`config.mk`:
```
export PLATFORM = sky130hd
export DESIGN_NAME = instr_encoder
export DESIGN_NICKNAME = d
export VERILOG_FILES = /design/src/rtl/riscv_pkg.sv /design/src/rtl/instr_pack.sv /design/src/rtl/instr_encoder.sv
export SDC_FILE = /design/constraint.sdc
export NUM_CORES = 1
export LEC_CHECK = 0
export BUFFER_PORTS_ARGS = -buffer_cell sky130_fd_sc_hd__buf_4
export CORE_MARGIN = 2
export CORE_UTILIZATION = 55
export DETAILED_ROUTE_END_ITERATION = 8
export GPL_ROUTABILITY_DRIVEN = 0
export GPL_TIMING_DRIVEN = 0
export PLACE_DENSITY = 0.92
export REMOVE_ABC_BUFFERS = 1
export SLEW_MARGIN = 20
export SYNTH_ARGS = -nofsm -noshare
export SYNTH_HDL_FRONTEND = slang
export SYNTH_SLANG_ARGS = --single-unit
```
`constraint.sdc`:
```
create_clock -name clk -period 4.95 [get_ports clk]
set_clock_uncertainty 0.15 [all_clocks]
set_input_delay 1.485 -clock clk [delete_from_list [all_inputs] [get_ports clk]]
set_output_delay 1.485 -clock clk [all_outputs]
set_load 0.02 [all_outputs]
```
`src/rtl/riscv_pkg.sv`:
```
// riscv_pkg
//   Shared RV32I encoding constants: the descriptor op-class enumeration,
//   the seven major opcodes (shared with the main control decoder) and the
//   funct3 values that are forced for loads, stores and branches.
`timescale 1ns/1ps
package riscv_pkg;

  typedef enum logic [2:0] {
    OPC_R    = 3'd0,
    OPC_I    = 3'd1,
    OPC_LW   = 3'd2,
    OPC_SW   = 3'd3,
    OPC_BEQ  = 3'd4,
    OPC_LUI  = 3'd5,
    OPC_JAL  = 3'd6,
    OPC_RSVD = 3'd7
  } op_class_e;

  localparam logic [6:0] OP_R   = 7'b0110011;
  localparam logic [6:0] OP_I   = 7'b0010011;
  localparam logic [6:0] OP_LW  = 7'b0000011;
  localparam logic [6:0] OP_SW  = 7'b0100011;
  localparam logic [6:0] OP_BEQ = 7'b1100011;
  localparam logic [6:0] OP_LUI = 7'b0110111;
  localparam logic [6:0] OP_JAL = 7'b1101111;

  localparam logic [2:0] LW_F3  = 3'b010;
  localparam logic [2:0] SW_F3  = 3'b010;
  localparam logic [2:0] BEQ_F3 = 3'b000;

endpackage

```
`src/rtl/instr_pack.sv`:
```
// instr_pack
//   Purely combinational packer: turns one operation descriptor into a
//   32-bit RV32I instruction word and flags descriptors that must not be
//   written (reserved op class, and with IMM_RANGE_CHECK_EN defined,
//   immediates that do not fit their instruction field).
// Ports:
//   op_class            in  3   descriptor class (see riscv_pkg::op_class_e)
//   rd, rs1, rs2        in  5   register fields
//   funct3              in  3   R / I-ALU funct3
//   funct7              in  7   R funct7
//   imm                 in  32  signed immediate / byte offset
//   word                out 32  encoded instruction
//   bad                 out 1   descriptor rejected (nothing to write)
`timescale 1ns/1ps
module instr_pack
  import riscv_pkg::*;
(
  input  logic [2:0]  op_class,
  input  logic [4:0]  rd,
  input  logic [4:0]  rs1,
  input  logic [4:0]  rs2,
  input  logic [2:0]  funct3,
  input  logic [6:0]  funct7,
  input  logic [31:0] imm,
  output logic [31:0] word,
  output logic        bad
);

  op_class_e cls;
  assign cls = op_class_e'(op_class);

  always_comb begin
    word = 32'd0;
    case (cls)
      OPC_R:   word = {funct7, rs2, rs1, funct3, rd, OP_R};
      OPC_I:   word = {imm[11:0], rs1, funct3, rd, OP_I};
      OPC_LW:  word = {imm[11:0], rs1, LW_F3, rd, OP_LW};
      OPC_SW:  word = {imm[11:5], rs2, rs1, SW_F3, imm[4:0], OP_SW};
      OPC_BEQ: word = {imm[12], imm[10:5], rs2, rs1, BEQ_F3, imm[4:1], imm[11], OP_BEQ};
      OPC_LUI: word = {imm[31:12], rd, OP_LUI};
      OPC_JAL: word = {imm[20], imm[10:1], imm[11], imm[19:12], rd, OP_JAL};
      default: word = 32'd0;
    endcase
  end

`ifdef IMM_RANGE_CHECK_EN
  // A signed value fits in N bits when every bit above bit N-1 equals the
  // sign bit, i.e. imm[31:N-1] is all zeros or all ones.
  logic fits12, fits13, fits21;
  assign fits12 = (imm[31:11] == '0) || (imm[31:11] == '1);
  assign fits13 = (imm[31:12] == '0) || (imm[31:12] == '1);
  assign fits21 = (imm[31:20] == '0) || (imm[31:20] == '1);

  always_comb begin
    bad = 1'b0;
    case (cls)
      OPC_I, OPC_LW, OPC_SW: bad = !fits12;
      OPC_BEQ:  bad = !fits13 || imm[0];
      OPC_JAL:  bad = !fits21 || imm[0];
      OPC_LUI:  bad = (imm[11:0] != 12'd0);
      OPC_RSVD: bad = 1'b1;
      default:  bad = 1'b0;
    endcase
  end
`else
  assign bad = (cls == OPC_RSVD);
`endif

endmodule

```
`src/rtl/instr_encoder.sv`:
```
// instr_encoder
//   Accepts operation descriptors over a valid/ready handshake, encodes each
//   into an RV32I instruction word and writes it to consecutive word
//   addresses of instruction memory. Optional immediate range checking is
//   enabled by defining IMM_RANGE_CHECK_EN.
// Ports:
//   clk, rst_n          clock, asynchronous active-low reset
//   start               begin a program (honoured in IDLE or DONE)
//   base_addr [ADDR_W]  byte address of first word (bits [1:0] ignored)
//   length    [LEN_W]   number of words to write
//   in_valid / in_ready descriptor handshake
//   op_class, rd, rs1, rs2, funct3, funct7, imm   descriptor fields
//   imem_we, imem_addr, imem_wdata               memory write port
//   done                program complete
//   err                 sticky error (cleared by start)
`timescale 1ns/1ps
module instr_encoder #(
  parameter int ADDR_W = 32,
  parameter int LEN_W  = 16
) (
  input  logic              clk,
  input  logic              rst_n,
  input  logic              start,
  input  logic [ADDR_W-1:0] base_addr,
  input  logic [LEN_W-1:0]  length,
  input  logic              in_valid,
  output logic              in_ready,
  input  logic [2:0]        op_class,
  input  logic [4:0]        rd,
  input  logic [4:0]        rs1,
  input  logic [4:0]        rs2,
  input  logic [2:0]        funct3,
  input  logic [6:0]        funct7,
  input  logic [31:0]       imm,
  output logic              imem_we,
  output logic [ADDR_W-1:0] imem_addr,
  output logic [31:0]       imem_wdata,
  output logic              done,
  output logic              err
);

  localparam logic [1:0] IDLE = 2'd0;
  localparam logic [1:0] RUN  = 2'd1;
  localparam logic [1:0] DONE = 2'd2;

  logic [1:0]        state_reg;
  logic [ADDR_W-1:0] next_addr_reg;   // address of the next word to write
  logic [LEN_W-1:0]  remaining_reg;   // words still to be written
  logic              err_reg;
  logic              we_reg;
  logic [ADDR_W-1:0] addr_reg;
  logic [31:0]       wdata_reg;

  logic [31:0] packed_word;
  logic        packed_bad;
  logic        fire;

  instr_pack u_pack (
    .op_class (op_class),
    .rd       (rd),
    .rs1      (rs1),
    .rs2      (rs2),
    .funct3   (funct3),
    .funct7   (funct7),
    .imm      (imm),
    .word     (packed_word),
    .bad      (packed_bad)
  );

  assign in_ready   = (state_reg == RUN) && (remaining_reg != '0);
  assign fire       = in_valid && in_ready;
  assign done       = (state_reg == DONE);
  assign err        = err_reg;
  assign imem_we    = we_reg;
  assign imem_addr  = addr_reg;
  assign imem_wdata = wdata_reg;

  always_ff @(posedge clk or negedge rst_n) begin
    if (!rst_n) begin
      state_reg     <= IDLE;
      next_addr_reg <= '0;
      remaining_reg <= '0;
      err_reg       <= 1'b0;
      we_reg        <= 1'b0;
      addr_reg      <= '0;
      wdata_reg     <= '0;
    end else begin
      we_reg <= 1'b0;
      case (state_reg)
        IDLE, DONE: begin
          if (start) begin
            state_reg     <= RUN;
            next_addr_reg <= base_addr & ~ADDR_W'(3);
            remaining_reg <= length;
            err_reg       <= 1'b0;
          end
        end
        RUN: begin
          // Once the count reaches zero the final write (if any) is on the
          // bus this cycle, so done follows one cycle later.
          if (remaining_reg == '0) begin
            state_reg <= DONE;
          end else if (fire) begin
            if (packed_bad) begin
              err_reg <= 1'b1;
            end else begin
              we_reg        <= 1'b1;
              addr_reg      <= next_addr_reg;
              wdata_reg     <= packed_word;
              next_addr_reg <= next_addr_reg + ADDR_W'(4);
              remaining_reg <= remaining_reg - LEN_W'(1);
            end
          end
        end
        default: state_reg <= IDLE;
      endcase
    end
  end

endmodule

```
==> reports/qor.yml, run 1 <==
status: "completed"
post_dp_cell_area_mm2: 0.00744
die_w_um: 109
synth_edf_count: 0
postLayoutCoreUtil_pct: 70.8
cts_buffer_depth: 2
final_common_cell: "buf_4"
required_ps: 3310
cts_buffers: 9
slew_headroom_pct: 25.3
whs_path_depth: 1
hold_violations: 0
cp.arrival_ps: 2050
num_io_pins: 180
power_frac_clock_pct: 16.3
antenna_found_initial: 0
avgSynthCellArea_um2: 9.16
synth_area_leaders: "dfrtp_1 46%, a21oi_1 6.2%, mux2_2 5.2%, o21ai_0 5.1%, nand2_1 4.7%"
netlist_area_mm2: 0.00603
reg2reg_to: "remaining_reg[14]"
min_path_type: "register to register"
path_cells: "nor4_4 > nand2_1 > nor3_1 > nor2_1 > buf_4"
cts_tree: "done"
yosys.area.top_type: "dfrtp_1"
port_buffers: 175
ctsHtreeMaxLevel: 3
seqPwrFrac_pct: 45.3
largest_reg_flops: 31
grt-ovfl-total: 0
drive_above_1_share_pct: 29.4
detail-route-antenna-nets: 0
power.switching_w: 0.00134
setup_viol: 0
grt_pass1_wl_um: 26100
synth_cells: 659
worstSetupEndpointType: "output port"
layout.cells.most_common_list: "174 x buf_4, 111 x dfrtp_1, 75 x a21oi_1, 74 x nand2_1, 61 x o21ai_0"
post_drt_via_cell_ratio: 6.09
cts_sinks: 111
crit_type: "register to output port"
insertion_delay_ps: 370
wl_per_cell_um: 17.4
area_delta_synth_final_pct: 26.7
start_util_pct: 55.9
worst-path-buf-inv: 1
cpMaxStageDelayCell: "nor4_4"
vdd_drop_max_uv: 285
n_antenna_cell: 0
switching_share_pct: 38.9
synthDistinctLibCells: 59
place_inst: 928
drcViolationCount: 0
p_comb_share_pct: 38.4
post-cts-setup-buffers: 0
path_clk_slew_ps: 110
drtPass1Iterations: 5
totalWireLength_um: 16400
async_reset_ff_share_pct: 100
synth_top_cell_area_share_pct: 46.0
seq_area_frac_synth_pct: 46.0
ff2ff_setup_slack_ps: 2070
fmaxAchievable_mhz: 271
fin_crit_sh_pct: 74.4
rows: 38
final-seq-area_mm2: 0.00278
nFillCells: 829
critPathTopFamily: "simple AND/OR/NAND/NOR gates"
layout_min_cycle_time_ps: 3680
cts_root_buf: "clkbuf_8"
slew_viol_final: 0
multi_input_area_mm2: 0.00300
leakagePower_nw: 3.41
dp_hpwl_um: 11500
rr_worst_depth: 5
stdcell_count: 944
grt_use_total_pct: 27.5
rr_startpoint: "state_reg[0]"
nets: 914
power.internal_w: 0.00210
cts_hold_buf: 0
yosys_warnings: 0
powerDensity_mw_per_mm2: 450
core_mm2: 0.0108
vias: 5749
hp-start: "imem_wdata[22]"
tns_ps: 0
tightest_slew_ps: 1110
die_h_um: 109
worst_path_largest_cell_delay_ps: 470
ys_ff_latch: 111
grt_pass1_vias: 5472
die-area_mm2: 0.0118
grt_max_degree: 112
startpoint_type: "register"
cap_violations: 0
fin_area_mm2: 0.00764
crit_fanout: 6
ys.flop_type: "dfrtp_1"
hold_end: "imem_wdata[22]"
rsz0062_at_grt: "false"
drt_iter0_drc: 536
ctsResizeCount: 0
worst max path at each step:
stage	from	endpoint	slack [ps]	cells after the start
2_1_floorplan	state_reg[0]	imem_wdata[12]	-590	4
3_3_place_gp	state_reg[1]	imem_wdata[12]	-2450	4
3_5_place_dp	op_class[2]	next_addr_reg[14]	1230	7
4_1_cts	remaining_reg[8]	in_ready	1270	5
5_1_grt	remaining_reg[8]	in_ready	1100	5
6_report	remaining_reg[8]	in_ready	1270	5
layout make-up:
class                   count  area share (%)
clock buffers              11            1.85
clock inverters             5           0.737
inverters                  12           0.589
multi-input cells         485            39.3
flip-flops and latches    111            36.3
well taps                 140            2.29
repair buffers            180            18.9
layer usage:
layer	part of all wire [%]	GRT usage, %
met1	40	34.8
met2	50	46.7
met4	2.2	10.2
met3	7.8	5.68
met5	0	0
stage by stage:
step | hold slack (ps) | power, W | worst slack [ps]
final | 346 | 0.00344 | 1270
after global placement | 313 | 0.00279 | -2450
after CTS | 347 | 0.00345 | 1270
after detailed placement | 321 | 0.00289 | 1230
after global routing | 367 | 0.00366 | 1100
after floorplan | 332 | 0.00229 | -586
worst register-to-register path, stage by stage (launching register included):
cell and delay, ps:
dfrtp_1 430, nor2b_4 590, and3_1 410, a21o_2 700
o21ai_0 230, a22o_1 270
synthesized netlist by cell type (all sizes together) (3+ instances only):
master	n
dfrtp	111
a21oi	76
nand2	75
o21ai	61
nor2	37
mux2	28
buf	27
clkbuf	25
nand3	25
o22ai	18
and3	14
a2bb2oi	13
nand4	13
nor2b	13
inv	12
a211oi	11
a21o	8
nand2b	8
nor3	8
a221o	7
mux2i	7
o22a	6
a31oi	5
nor4	5
o2bb2a	5
a22o	4
a22oi	4
a41o	3
ha	3
power by group through the flow:
stage               logic [W]  registers, W  clock network (W)
CTS                   0.00133       0.00155           0.000571
global placement      0.00126       0.00153                  0
global route          0.00144       0.00160           0.000610
floorplan            0.000597       0.00169                  0
detailed placement    0.00132       0.00157                  0
finish                0.00132       0.00156           0.000559
cell families after synthesis:
group                    after synthesis  share of synthesized area, %
other                                  1                        0.0622
AND/OR/NAND/NOR                      207                          17.2
adder cells (fa/ha/maj)                3                         0.622
multiplexers                          35                          6.39
AO/OA/AOI/OAI                        238                          24.9
buffers and inverters                 64                          4.75
flip-flops                           111                          46.0
No activity file was read; power rests on OpenSTA's default activity.
==> run 2, diff against run 1 <==
Settings changed: CORE_UTILIZATION 55 to 52, PLACE_DENSITY 0.92 to 0.88.
Clock period 4.95 ns to 3.6 ns, I/O delays scaled along.
==> reports/qor.yml, run 2 (synthesis results as in run 1) <==
status: "completed"
drive_above_1_share_pct: 29.2  # -0.12 points
fin_area_mm2: 0.00777  # +1.7%
crit_fanout: 6  # unchanged
powerDensity_mw_per_mm2: 651  # +45%
required_ps: 2370  # -940 ps
layout_min_cycle_time_ps: 3260
cpMaxStageDelayCell: "nor4_4"
core_mm2: 0.0114  # +5.3%
insertion_delay_ps: 350  # -20 ps
postLayoutCoreUtil_pct: 68.4  # -2.4 points
cp.arrival_ps: 2030  # -20 ps
power_frac_clock_pct: 21.5  # +5.2 points
hold_violations: 0  # unchanged
power.switching_w: 0.00186  # +40%
vdd_drop_max_uv: 490  # +72%
num_io_pins: 180  # unchanged
tightest_slew_ps: 982  # -132 ps
cap_violations: 0  # unchanged
min_path_type: "register to register"
worst_path_largest_cell_delay_ps: 470  # about the same
die_w_um: 112  # +2.7%
grt_pass1_vias: 5622  # +2.7%
final_common_cell: "buf_4"
fin_crit_sh_pct: 90.6
port_buffers: 175  # unchanged
slew_headroom_pct: 34.2  # +8.9 points
area_delta_synth_final_pct: 28.8
critPathTopFamily: "simple AND/OR/NAND/NOR gates"
path_clk_slew_ps: 70  # -40 ps
rr_startpoint: "state_reg[0]"
hp-start: "imem_wdata[22]"
detail-route-antenna-nets: 0  # unchanged
grt_use_total_pct: 26.5  # -1.0 points
worstSetupEndpointType: "output port"
wl_per_cell_um: 17.7  # +2.0%
seqPwrFrac_pct: 42.5  # -2.8 points
grt_max_degree: 112  # unchanged
grt-ovfl-total: 0  # unchanged
nets: 914  # unchanged
ctsResizeCount: 0  # unchanged
dp_hpwl_um: 11800  # +1.9%
start_util_pct: 53.1  # -2.8 points
drtPass1Iterations: 5  # unchanged
cts_buffers: 9  # unchanged
n_antenna_cell: 0  # unchanged
tns_ps: 0  # unchanged
drcViolationCount: 0  # unchanged
startpoint_type: "register"
post_drt_via_cell_ratio: 6.17  # +1.3%
fmaxAchievable_mhz: 307
worst-path-buf-inv: 1  # unchanged
path_cells: "nor4_4 > nand2_1 > nor3_1 > nor2_1 > buf_4"
rsz0062_at_grt: "false"
post-cts-setup-buffers: 0  # unchanged
crit_type: "register to output port"
totalWireLength_um: 16800  # +2.3%
largest_reg_flops: 31  # unchanged
vias: 5840  # +1.6%
slew_viol_final: 0  # unchanged
layout.cells.most_common_list: "174 x buf_4, 111 x dfrtp_1, 75 x a21oi_1, 74 x nand2_1, 61 x o21ai_0"
drt_iter0_drc: 646  # +21%
post_dp_cell_area_mm2: 0.00744  # about the same
worstSetupStartpoint: "remaining_reg[8]"
cts_sinks: 111  # unchanged
antenna_found_initial: 0  # unchanged
switching_share_pct: 36.8  # -2.0 points
grt_pass1_wl_um: 27300  # +4.5%
cts_tree: "done"
die-area_mm2: 0.0125  # +5.6%
setup_viol: 0  # unchanged
cts_root_buf: "clkbuf_16"
power.internal_w: 0.00320  # +52%
ctsHtreeMaxLevel: 3  # unchanged
rows: 39  # +2.6%
die_h_um: 112  # +2.7%
leakagePower_nw: 3.47  # +1.8%
cts_hold_buf: 0  # unchanged
cts_buffer_depth: 2  # unchanged
p_comb_share_pct: 36.1  # -2.3 points
## run 2: cell count changes in the layout (fill, tap and decap cells not counted), sizes merged
cell	previous run	this run
bufinv	1	2
clkinvlp	1	0
clkinv	2	1
clkbuf	12	14
inv	13	12
## run 2: metrics by stage
step                worst slack [ps]  hold slack, ps  power, W  instances
finish                           339             339   0.00506        947
CTS                              328             341   0.00508        947
floorplan                      -1940             332   0.00314        608
global placement               -3830             315   0.00385        926
global route                     217             360   0.00535        947
detailed placement               336             326   0.00398        931
## run 2: area by class of cell
class	instances	area [um^2]
Fill cell	871	3600
Tap cell	143	179
Timing Repair Buffer	180	1440
Inverter	12	45.0
Clock inverter	3	65.1
Clock buffer	13	260
Sequential cell	111	2780
Multi-Input combinational cell	485	3000
## run 2: worst paths after layout
| path | to | slack (ps) | cells after the start |
|---|---|---|---|
| max in group asynchronous | imem_addr[22] | 1980 | 1 |
| worst max-delay path | in_ready | 340 | 5 |
| worst max register to register | remaining_reg[14] | 830 | 5 |
| worst min register to register | imem_wdata[22] | 340 | 1 |
| worst min-delay path | imem_wdata[22] | 340 | 1 |
| min in group asynchronous | imem_addr[30] | 680 | 1 |
## run 2: worst reg2reg max path: stages, from the launching register on
cell and delay, ps:
dfrtp_1 420, nor2b_4 500, and3_1 400, a21o_2 700
o21ai_0 220, a22o_1 270
## run 2: routing by layer
layer | part of all wire [%] | global-route usage [%]
met1 | 41 | 35.1
met2 | 49 | 44.0
met3 | 7.9 | 4.95
met4 | 1.7 | 9.30
met5 | 0 | 0
## run 2: power by group through the flow
stage          registers [W]  clock network (W)  logic [W]
4_1_cts              0.00214            0.00111    0.00183
6_report             0.00215            0.00109    0.00183
2_1_floorplan        0.00232                  0   0.000820
5_1_grt              0.00221            0.00115    0.00199
3_3_place_gp         0.00211                  0    0.00173
3_5_place_dp         0.00216                  0    0.00182
==> run 3, diff against run 2 <==
Settings changed: GPL_TIMING_DRIVEN 0 to not set, REMOVE_ABC_BUFFERS 1 to not set.
==> reports/qor.yml, run 3 (synthesis results as in run 1) <==
core_mm2: 0.0114  # unchanged
crit_fanout: 6  # unchanged
cts_tree: "done"
fin_crit_sh_pct: 90.4  # -0.18 points
crit_type: "register to output port"
final_common_cell: "buf_4"
cts_buffer_depth: 2  # unchanged
fin_area_mm2: 0.00777  # about the same
nets: 923  # +0.98%
grt_max_degree: 82  # -27%
die_h_um: 112  # unchanged
required_ps: 2370  # about the same
vias: 6043  # +3.5%
grt_pass1_vias: 5613  # -0.16%
power_w: 0.00502  # -0.88%
cap_violations: 0  # unchanged
timing.final.ws_setup_ps: 345  # +6.64 ps
layout_min_cycle_time_ps: 3250  # -6.64 ps
antenna_found_initial: 0  # unchanged
multi_input_area_mm2: 0.00299  # -0.46%
hp-start: "imem_wdata[21]"
status: "completed"
layout.cells.most_common_list: "185 x buf_4, 111 x dfrtp_1, 75 x a21oi_1, 74 x nand2_1, 61 x o21ai_0"
wl_per_cell_um: 18.1  # +1.9%
detail-route-antenna-nets: 0  # unchanged
grt_pass1_wl_um: 27500  # +0.91%
port_buffers: 175  # unchanged
slew_viol_final: 0  # unchanged
cts_root_buf: "clkbuf_16"
setup_viol: 0  # unchanged
slew_headroom_pct: 48.1  # +14 points
reg2reg_to: "imem_addr[28]"
grt-ovfl-total: 0  # unchanged
die-area_mm2: 0.0125  # unchanged
cp.arrival_ps: 2020  # about the same
fmaxAchievable_mhz: 307  # +0.20%
start_util_pct: 53.1  # unchanged
leakagePower_nw: 3.49  # +0.51%
drt_iter0_drc: 550  # -15%
worst_path_largest_cell_delay_ps: 500  # +30 ps
whs_path_depth: 1  # unchanged
largest_reg_flops: 31  # unchanged
min_path_type: "register to register"
drcViolationCount: 0  # unchanged
cts_hold_buf: 0  # unchanged
path_cells: "nor4_4 > nand2_1 > nor3_1 > nor2_1 > buf_4"
rsz0062_at_grt: "false"
rr_startpoint: "remaining_reg[0]"
dp_hpwl_um: 12100  # +3.1%
grt_use_total_pct: 26.7  # +0.22 points
final-seq-area_mm2: 0.00278  # unchanged
nFillCells: 867  # -0.46%
insertion_delay_ps: 350  # about the same
ff2ff_setup_slack_ps: 1060  # +230 ps
tightest_slew_ps: 772  # -210 ps
post_dp_cell_area_mm2: 0.00746  # +0.27%
totalWireLength_um: 17300  # +2.9%
num_io_pins: 180  # unchanged
powerDensity_mw_per_mm2: 646  # -0.82%
worstSetupStartpoint: "remaining_reg[8]"
post-cts-setup-buffers: 0  # unchanged
path_clk_slew_ps: 80  # about the same
timing.hold.ws_ps: 338  # -1.31 ps
cts_sinks: 111  # unchanged
cts_buffers: 9  # unchanged
post_drt_via_cell_ratio: 6.32  # +2.5%
cpMaxStageDelayCell: "nor4_4"
worstSetupEndpointType: "output port"
ctsHtreeMaxLevel: 3  # unchanged
area_delta_synth_final_pct: 28.8  # about the same
endpoint: "in_ready"
vdd_drop_max_uv: 424  # -13%
tns_ps: 0  # unchanged
place_ws_ps: 638  # +302 ps
hold_violations: 0  # unchanged
n_antenna_cell: 0  # unchanged
die_w_um: 112  # unchanged
rows: 39  # unchanged
drive_above_1_share_pct: 29.8  # +0.54 points
ctsResizeCount: 0  # unchanged
startpoint_type: "register"
rr_worst_depth: 7  # +2
drtPass1Iterations: 5  # unchanged
run 3: cell count changes in the layout (fill, tap and decap cells not counted), sizes merged:
| cell | before | now |
|---|---|---|
| buf | 179 | 189 |
| clkbuf | 14 | 10 |
| clkinv | 1 | 3 |
| bufinv | 2 | 1 |
| clkinvlp | 0 | 1 |
| inv | 12 | 13 |
run 3: how the worst min path moves through the flow:
stage	to	slack [ps]
2_1_floorplan	next_addr_reg[16]	330
3_3_place_gp	imem_wdata[23]	320
3_5_place_dp	imem_wdata[21]	320
4_1_cts	imem_wdata[21]	340
5_1_grt	imem_wdata[23]	360
6_report	imem_wdata[21]	340
run 3: area by class of cell:
cell class	count	share of cell area, %
Timing Repair Buffer	189	18.9
Clock inverter	6	0.886
Clock buffer	10	3.08
Sequential cell	111	35.8
Tap cell	143	2.30
Inverter	12	0.580
Multi-Input combinational cell	485	38.5
run 3: power by group:
group	switching, W	internal [W]	leakage, nW
combinational	0.000982	0.000848	2.05
sequential	0.000456	0.00170	1.29
clock	0.000470	0.000563	0.149
run 3: metrics by stage:
step                      utilization [%]  std cells
after floorplan                         -        660
after global placement               65.6        940
after detailed placement             65.6        940
after CTS                            68.3        956
after global routing                 68.3        956
final                                68.3        956
run 3: layer usage:
metal,part of all wire (%),GRT usage [%]
met5,0,0
met4,2.6,10.0
met3,9.2,4.84
met2,48,43.4
met1,40,36.0
run 3: critical path: cells and delay by family, from the launching register on:
family / cells / cell delay (ps)
simple gates: 4 / 1080
flops: 1 / 430
buf+inv: 1 / 160
